`src/rtl/gr_cordic_iter.sv`:
```
// Iterative CORDIC Givens-rotation engine: STAGE_ITERS micro-rotations per clock,
// vectoring (self-generated directions) or rotation (neighbour directions), gain-compensated output.
module gr_cordic_iter #(
  parameter int DATA_W      = 13,
  parameter int ITER        = 12,
  parameter int STAGE_ITERS = 4,
  parameter int K_VAL       = 155,
  parameter int K_FRAC      = 8
) (
  input  logic              clk,
  input  logic              rst,
  input  logic              in_valid,
  output logic              in_ready,
  input  logic              mode,
  input  logic [DATA_W-1:0] x_in,
  input  logic [DATA_W-1:0] y_in,
  input  logic [ITER-1:0]   dir_in,
  output logic              out_valid,
  input  logic              out_ready,
  output logic [DATA_W-1:0] x_out,
  output logic [DATA_W-1:0] y_out,
  output logic [ITER-1:0]   dir_out,
  output logic              busy
);

  localparam int PASSES = ITER / STAGE_ITERS;
  localparam int IW     = DATA_W + 2;
  localparam int CW     = (PASSES > 1) ? $clog2(PASSES) : 1;
  localparam int PW     = IW + 32;

  localparam logic signed [PW-1:0] SAT_MAX = (PW'(1) <<< (DATA_W - 1)) - PW'(1);
  localparam logic signed [PW-1:0] SAT_MIN = -(PW'(1) <<< (DATA_W - 1));

  typedef enum logic [1:0] {IDLE, RUN, SCALE, DONE} state_t;

  state_t                state_q, state_d;
  logic signed [IW-1:0]  x_q, x_d, y_q, y_d;
  logic                  mode_q, mode_d;
  logic [ITER-1:0]       dir_q, dir_d;
  logic [CW-1:0]         pass_q, pass_d;
  logic [DATA_W-1:0]     x_out_q, x_out_d, y_out_q, y_out_d;
  logic [ITER-1:0]       dir_out_q, dir_out_d;
  logic                  out_valid_q, out_valid_d;

  logic signed [IW-1:0]  rot_x, rot_y;
  logic [ITER-1:0]       rot_dir;

  // Gain compensation at full precision, floor shift, then clamp to the output range.
  function automatic logic [DATA_W-1:0] scale_sat(input logic signed [IW-1:0] v);
    logic signed [PW-1:0] p;
    p = PW'(v) * PW'(K_VAL);
    p = p >>> K_FRAC;
    if (p > SAT_MAX)      return DATA_W'(SAT_MAX);
    else if (p < SAT_MIN) return DATA_W'(SAT_MIN);
    else                  return DATA_W'(p);
  endfunction

  // One pass of STAGE_ITERS chained micro-rotations.
  always_comb begin : rotate
    logic signed [IW-1:0]   xt, yt, xs, ys;
    logic [STAGE_ITERS-1:0] pass_dir, gen;
    int                     base;
    base     = int'(pass_q) * STAGE_ITERS;
    pass_dir = STAGE_ITERS'(dir_q >> base);
    gen      = '0;
    xt       = x_q;
    yt       = y_q;
    xs       = '0;
    ys       = '0;
    // NOTE: blocking assignments here chain each micro-rotation into the next within one cycle.
    for (int j = 0; j < STAGE_ITERS; j++) begin
      xs     = xt >>> (base + j);
      ys     = yt >>> (base + j);
      gen[j] = yt[IW-1];
      if (mode_q ? yt[IW-1] : pass_dir[j]) begin
        xt = xt - ys;
        yt = yt + xs;
      end else begin
        xt = xt + ys;
        yt = yt - xs;
      end
    end
    rot_x   = xt;
    rot_y   = yt;
    rot_dir = mode_q ? (dir_q | (ITER'(gen) << base)) : dir_q;
  end

  always_comb begin
    in_ready = (state_q == IDLE) || ((state_q == DONE) && out_ready);
  end

  always_comb begin
    // NOTE: every _d defaults to its _q so no path through the case infers a latch.
    state_d     = state_q;
    x_d         = x_q;
    y_d         = y_q;
    mode_d      = mode_q;
    dir_d       = dir_q;
    pass_d      = pass_q;
    x_out_d     = x_out_q;
    y_out_d     = y_out_q;
    dir_out_d   = dir_out_q;
    out_valid_d = out_valid_q;

    case (state_q)
      IDLE: begin
        if (in_valid) begin
          x_d     = IW'($signed(x_in));
          y_d     = IW'($signed(y_in));
          mode_d  = mode;
          dir_d   = mode ? '0 : dir_in;
          pass_d  = '0;
          state_d = RUN;
        end
      end
      RUN: begin
        x_d   = rot_x;
        y_d   = rot_y;
        dir_d = rot_dir;
        if (pass_q == CW'(PASSES - 1)) begin
          pass_d  = '0;
          state_d = SCALE;
        end else begin
          pass_d = pass_q + CW'(1);
        end
      end
      SCALE: begin
        x_out_d     = scale_sat(x_q);
        y_out_d     = scale_sat(y_q);
        dir_out_d   = dir_q;
        out_valid_d = 1'b1;
        state_d     = DONE;
      end
      DONE: begin
        if (out_ready) begin
          out_valid_d = 1'b0;
          if (in_valid) begin
            x_d     = IW'($signed(x_in));
            y_d     = IW'($signed(y_in));
            mode_d  = mode;
            dir_d   = mode ? '0 : dir_in;
            pass_d  = '0;
            state_d = RUN;
          end else begin
            state_d = IDLE;
          end
        end
      end
      default: state_d = IDLE;
    endcase
  end

  // NOTE: sequential state uses non-blocking assignments so all flops update together.
  always_ff @(posedge clk) begin
    if (rst) begin
      state_q     <= IDLE;
      x_q         <= '0;
      y_q         <= '0;
      mode_q      <= 1'b0;
      dir_q       <= '0;
      pass_q      <= '0;
      x_out_q     <= '0;
      y_out_q     <= '0;
      dir_out_q   <= '0;
      out_valid_q <= 1'b0;
    end else begin
      state_q     <= state_d;
      x_q         <= x_d;
      y_q         <= y_d;
      mode_q      <= mode_d;
      dir_q       <= dir_d;
      pass_q      <= pass_d;
      x_out_q     <= x_out_d;
      y_out_q     <= y_out_d;
      dir_out_q   <= dir_out_d;
      out_valid_q <= out_valid_d;
    end
  end

  assign out_valid = out_valid_q;
  assign x_out     = x_out_q;
  assign y_out     = y_out_q;
  assign dir_out   = dir_out_q;
  assign busy      = (state_q != IDLE);

endmodule

```
`config.mk`:
```
export PLATFORM = sky130hd
export DESIGN_NAME = gr_cordic_iter
export DESIGN_NICKNAME = d
export VERILOG_FILES = /design/src/rtl/gr_cordic_iter.sv
export SDC_FILE = /design/constraint.sdc
export NUM_CORES = 1
export LEC_CHECK = 0
export BUFFER_PORTS_ARGS = -buffer_cell sky130_fd_sc_hd__buf_2
export CAP_MARGIN = 20
export CORE_AREA = 2 2 225 205
export DETAILED_ROUTE_END_ITERATION = 10
export DIE_AREA = 0 0 227 207
export HOLD_SLACK_MARGIN = 0.05
export PLACE_DENSITY = 0.63
export SYNTH_ARGS = -nofsm -noshare
export SYNTH_HDL_FRONTEND = slang
export SYNTH_SLANG_ARGS = --single-unit
```
`constraint.sdc`:
```
create_clock -name clk -period 36 [get_ports clk]
set_input_delay 7.2 -clock clk [delete_from_list [all_inputs] [get_ports clk]]
set_output_delay 7.2 -clock clk [all_outputs]
set_load 0.05 [all_outputs]
```
==> After elaboration in Yosys (flattened, before gate mapping) <==
Index checks and enable logic that the tools add are counted.
{ "word_totals": {"romBits": 0, "regBits": 86, "in_bits": 43, "wordCells": 108, "ram_bits": 0, "mem_count": 0, "out_inout_bits": 41, "latch_bits": 0} }
{ "op_classes": {"n_shift": 10, "n_addsub": 20, "multipliers": 2, "bitwise_logic": 1, "magnitude_cmp": 4, "mux": 41, "reduce_logical": 12, "div": 0, "n_eq_ne": 8} }
{ "ops": {"columns": ["op", "count"], "rows": [
  ["two-way mux 15 bit", 12],
  ["adder 15 bit", 8],
  ["subtractor 15 bit", 8],
  [">>> shifter 15 x 32 -> 15 bit", 3],
  ["case mux 15 bit (3 select lines)", 2],
  ["two-way mux 13 bit", 4],
  ["multiplier 15 x 9 -> 24 bit, second input constant", 2],
  ["two-way mux 12 bit", 4],
  [">>> shifter 15 x 5 -> 15 bit", 3],
  ["case mux 12 bit (3 select lines)", 1],
  ["> comparator 16 x 13 -> 1 bit, second input constant", 2],
  ["less-than comparator 16 x 13 -> 1 bit, second input constant", 2],
  [">>> shifter 15 x 4 -> 15 bit", 2],
  ["two-way mux 2 bit", 6],
  ["OR 12 bit", 1],
  ["left shift 4 x 4 -> 12 bit", 1],
  ["right shift 12 x 4 -> 4 bit", 1],
  ["adder 4 x 2 -> 5 bit, second input constant", 2],
  ["two-way mux 1 bit", 8],
  ["!= test 2 bit, second input constant", 4],
  ["case mux 2 bit (4 select lines)", 1],
  ["equality test 2 bit, second input constant", 3],
  ["case mux 2 bit (3 select lines)", 1],
  ["AND reduction 2 bit", 3],
  ["other kinds (10)", 14]
]} }

==> Logic depth before layout (Yosys ltp) <==
{ "depth": {"word_depth": 13, "mapped_depth": 92, "mapped_depth_nobuf": 80} }

==> Worst setup path before layout <==
Ideal clock, no wire load.
{ "synth_timing": {"kind": "register to register", "from": "reg pass_q[0]", "to": "reg y_q[14]", "period_less_slack_ps": 16178, "path_slack_ps": 19822, "setup_ps": 86, "path_stages_with_launch": 84, "n_path_buf": 12, "t_arrival_ps": 16092, "path_cell_list": "dfxtp_1 buf_6 buf_6 buf_2 clkbuf_1 clkbuf_1 buf_1 buf_1 clkbuf_1 mux2i_1 nor2_1 a21oi_1 nor3b_1 nand2_1 nor2_1 a31oi_1 xor2_1 ha_1 [... 48 more ...] fa_1 a21o_1 a21oi_1 nor2b_1 o21a_1 o21a_1 o21a_1 o21a_1 o21a_1 o21ai_0 nand2b_1 a21oi_1 nor2_1 a21boi_0 mux2i_1 xnor2_1 a21oi_1 a211oi_1"} }
{ "synth_via": {"elab_chain_cells": 13, "elab_cells_between_ends": 37} }
{ "synth_rtl": {"columns": ["element", "line", "source"], "rows": [
  ["start, declared", "40", "logic [CW-1:0] pass_q, pass_d;"],
  ["start signal, assigned", "172", "pass_q <= pass_d;"],
  [">>> shifter 15 x 4 -> 15 bit or right shift 12 x 4 -> 4 bit (tied branches)", "73, 64", null],
  ["adder 15 bit, or another cell as far along", "79", "xt = xt + ys;"],
  ["two-way mux 15 bit", "75", "if (mode_q ? yt[IW-1] : pass_dir[j]) begin"],
  [">>> shifter 15 x 32 -> 15 bit", "72", "xs = xt >>> (base + j);"],
  ["subtractor 15 bit or adder 15 bit (tied branches)", "80, 77", null],
  ["two-way mux 15 bit", "75", null],
  [">>> shifter 15 x 5 -> 15 bit", "73", "ys = yt >>> (base + j);"],
  ["adder 15 bit or subtractor 15 bit (tied branches)", "79, 76", null],
  ["two-way mux 15 bit", "75", null],
  [">>> shifter 15 x 32 -> 15 bit", "72", null],
  ["subtractor 15 bit or adder 15 bit (tied branches)", "80, 77", null],
  ["two-way mux 15 bit *", "75", null],
  ["case mux 15 bit (3 select lines) *", "105", "case (state_q)"],
  ["end signal, assigned", "169", "y_q <= y_d;"],
  ["end, declared", "37", "logic signed [IW-1:0] x_q, x_d, y_q, y_d;"]
]} }
Mark *: on every way between the ends. The rest lies on a longest branch, timed or not.
A chain may end at the register's enable or synchronous reset.

==> Worst setup path in the final report <==
{ "layout_timing": {"from": "reg pass_q[1]", "to": "reg y_q[14]"} }
The elaborated chain is that of the path after synthesis.

==> results_dict.tcl <==
set metrics [dict create \
    hold_viol_final 0 \
    rsz0062_at_grt "no" \
    clk_pin_slew_ns 0.08 \
    yosysTopAreaCellShare 0.1687 \
    avgRoutedWirePerCell_um 20.29 \
    setup_violations 0 \
    crit_cells 71 \
    cts_buffers 9 \
    max_cap_violations 0 \
    port_buffers 83 \
    drtPass1Iterations 5 \
    cts_setup_buffers 0 \
    slew_violations 0 \
    endpoint "y_q[14]" \
    max-slew-margin-rel 0.2229 \
    stdcell_count 2929 \
    yosysUniqueCellTypes 100 \
    core_mm2 0.04481 \
    cts_tree "done" \
    fin_setup_tns_ns 0 \
    clk_latency_ns 0.37 \
    num-nets-final 2679 \
    fill_cells 4662 \
    dpl.cell_count 2912 \
    wl_mm 59.42 \
    num_io_pins 84 \
    r2r-end "y_q[14]" \
    path_buf_inv 3 \
    end_kind "flip-flop" \
    antenna_found_initial 0 \
    cpMostUsedCell "o21ai_0" \
    die_y_um 207 \
    drive_gt1_frac 0.08703 \
    worst-path-max-fanout 59 \
    fin_crit_ns 18.37 \
    grt_pass1_wl_mm 93.52 \
    ys_ff_latch 86 \
    clock.fmax_mhz 54.45 \
    ys_seq_area_frac 0.09755 \
    drc 0 \
    h-tree-depth 3 \
    antenna_left 0 \
    async_flop_share 0 \
    cp_top_family "compound AO/OA/AOI/OAI gates" \
    initial_core_util 0.3938 \
    finalCritPeriodShare 0.5101 \
    die_w_um 227 \
    startpoint "pass_q[1]" \
    grt_pass1_vias 16692 \
    syn-num-nets 2657 \
    rows 74 \
    synth_edf_count 0 \
    worst_pin_slew_ns 1.157 \
    synth_top_area_cell "ha_1" \
    dp_hpwl_mm 47.57 \
    crit_path_start_kind "flip-flop" \
    cts_root_buf "clkbuf_16" \
    cts_resized 0 \
    grt_usage 0.2517 \
    cts_buffer_depth 2 \
    synthCells 2294 \
    required_ns 36.28 \
    cp.arrival_ns 18.65 \
    dieArea_mm2 0.04699 \
    ys_warn_count 0 \
    syn_area_per_cell_um2 7.694 \
    num_vias 17423 \
    area_growth_syn_to_layout_pct 7.231 \
    skew_ns 0.01108 \
    grt_max_degree 88 \
    rr_startpoint "pass_q[1]" \
    synth_area_mm2 0.01765 \
    synth_ff_type "dfxtp_1" \
    worstSetupPathType "reg2reg" \
    drt_iter0_drc 1357 \
    status "finished clean" \
    routabilityCongestion 0.9757 \
    hp-class "reg2reg" \
    rr_worst_depth 71 \
    hold_buffers 0 \
    ys_top_cells_by_area "ha_1 17%, dfxtp_1 9.8%, fa_1 9.3%" \
    antenna_cells 0 \
    final_common_cell "ha_1" \
    clock_sinks 86 \
    layout_common_cells "237 x ha_1, 226 x nor2_1, 208 x a21oi_1" \
    max_stage_delay_ns 0.87 \
    vias_per_cell 5.948 \
    r2r_slack_ns 17.63 \
    grt-ovfl-total 0 \
    slowest_stage "mux2i_1" \
]
layout make-up:
| class | count | area [um^2] | share of cell area |
|---|---|---|---|
| Sequential cell | 86 | 1729 | 0.09137 |
| Clock buffer | 9 | 225.2 | 0.01190 |
| Inverter | 187 | 701.9 | 0.03709 |
| Clock inverter | 7 | 88.84 | 0.004694 |
| Tap cell | 608 | 760.7 | 0.04020 |
| Multi-Input combinational cell | 1921 | 14800 | 0.7818 |
| Timing Repair Buffer | 111 | 623.1 | 0.03292 |
cells in the mapped netlist (17+ instances only):
cell and number:
a211oi_1 50, a21o_1 51, a21oi_1 208, a31oi_1 17
and2_1 19, clkbuf_1 65, dfxtp_1 86, fa_1 82
ha_1 238, inv_1 184, mux2i_1 55, nand2_1 162
nand2b_1 34, nand3_1 33, nor2_1 227, nor2b_1 17
nor3_1 72, o211ai_1 19, o21a_1 36, o21ai_0 148
xnor2_1 109, xor2_1 75
worst reg2reg max path, delay by kind of cell, from the launching register on:
| family | cells | cell delay [ns] |
|---|---|---|
| multiplexers | 4 | 1.95 |
| XOR/XNOR | 6 | 1.93 |
| buffers and inverters | 3 | 0.81 |
| AO/OA/AOI/OAI | 41 | 9.39 |
| flip-flops | 1 | 0.61 |
| AND/OR/NAND/NOR | 12 | 1.80 |
| adder cells (fa/ha/maj) | 5 | 1.81 |
worst min path at each step:
stage          startpoint          to  cells after the start
2_1_floorplan    dir_q[0]  dir_out[0]                      2
3_3_place_gp    x_out[10]   x_out[10]                      2
3_5_place_dp     y_out[3]    y_out[3]                      2
4_1_cts          y_out[3]    y_out[3]                      2
5_1_grt          x_out[8]    x_out[8]                      2
6_report         x_out[6]    x_out[6]                      2
logic make-up (layout without fill, tap and decap cells):
kind of cell / count (synthesis) / count (layout) / share of synthesized area
multiplexers: 80 / 80 / 0.05629
flip-flops: 86 / 86 / 0.09755
AND/OR/NAND/NOR: 633 / 633 / 0.1675
AO/OA/AOI/OAI: 699 / 699 / 0.2560
adder cells (fa/ha/maj): 320 / 320 / 0.2617
buffers and inverters: 287 / 314 / 0.06465
XOR/XNOR: 189 / 189 / 0.09627
metrics by stage:
step / hold slack [ns] / instance area (um^2) / util / worst slack (ns)
2_1_floorplan: 0.4871 / 17650 / - / 19.82
3_3_place_gp: 0.4619 / 18610 / 0.4152 / 18.57
3_5_place_dp: 0.4653 / 18610 / 0.4152 / 18.07
4_1_cts: 0.4797 / 18920 / 0.4222 / 18.03
5_1_grt: 0.4869 / 18930 / 0.4223 / 16.10
6_report: 0.4776 / 18930 / 0.4223 / 17.63
routing by layer:
metal  part of all wire  global-route usage  wire length [um]
met2               0.44              0.3925             26360
met5                  0                   0                 0
met4              0.027             0.07054              1604
met3              0.076             0.03532              4513
met1               0.45              0.3605             26940
flip-flops by register name, indices dropped and copies added (netlist names):
name	cells
x_out	13
pass_q	2
y_q	15
mode_q	1
dir_q	12
x_q	15
y_out	13
state_q	2
out_valid	1
dir_out	12
Power is not shown: default switching activity piles up to over one toggle a cycle in this logic, so the estimate is an artifact.
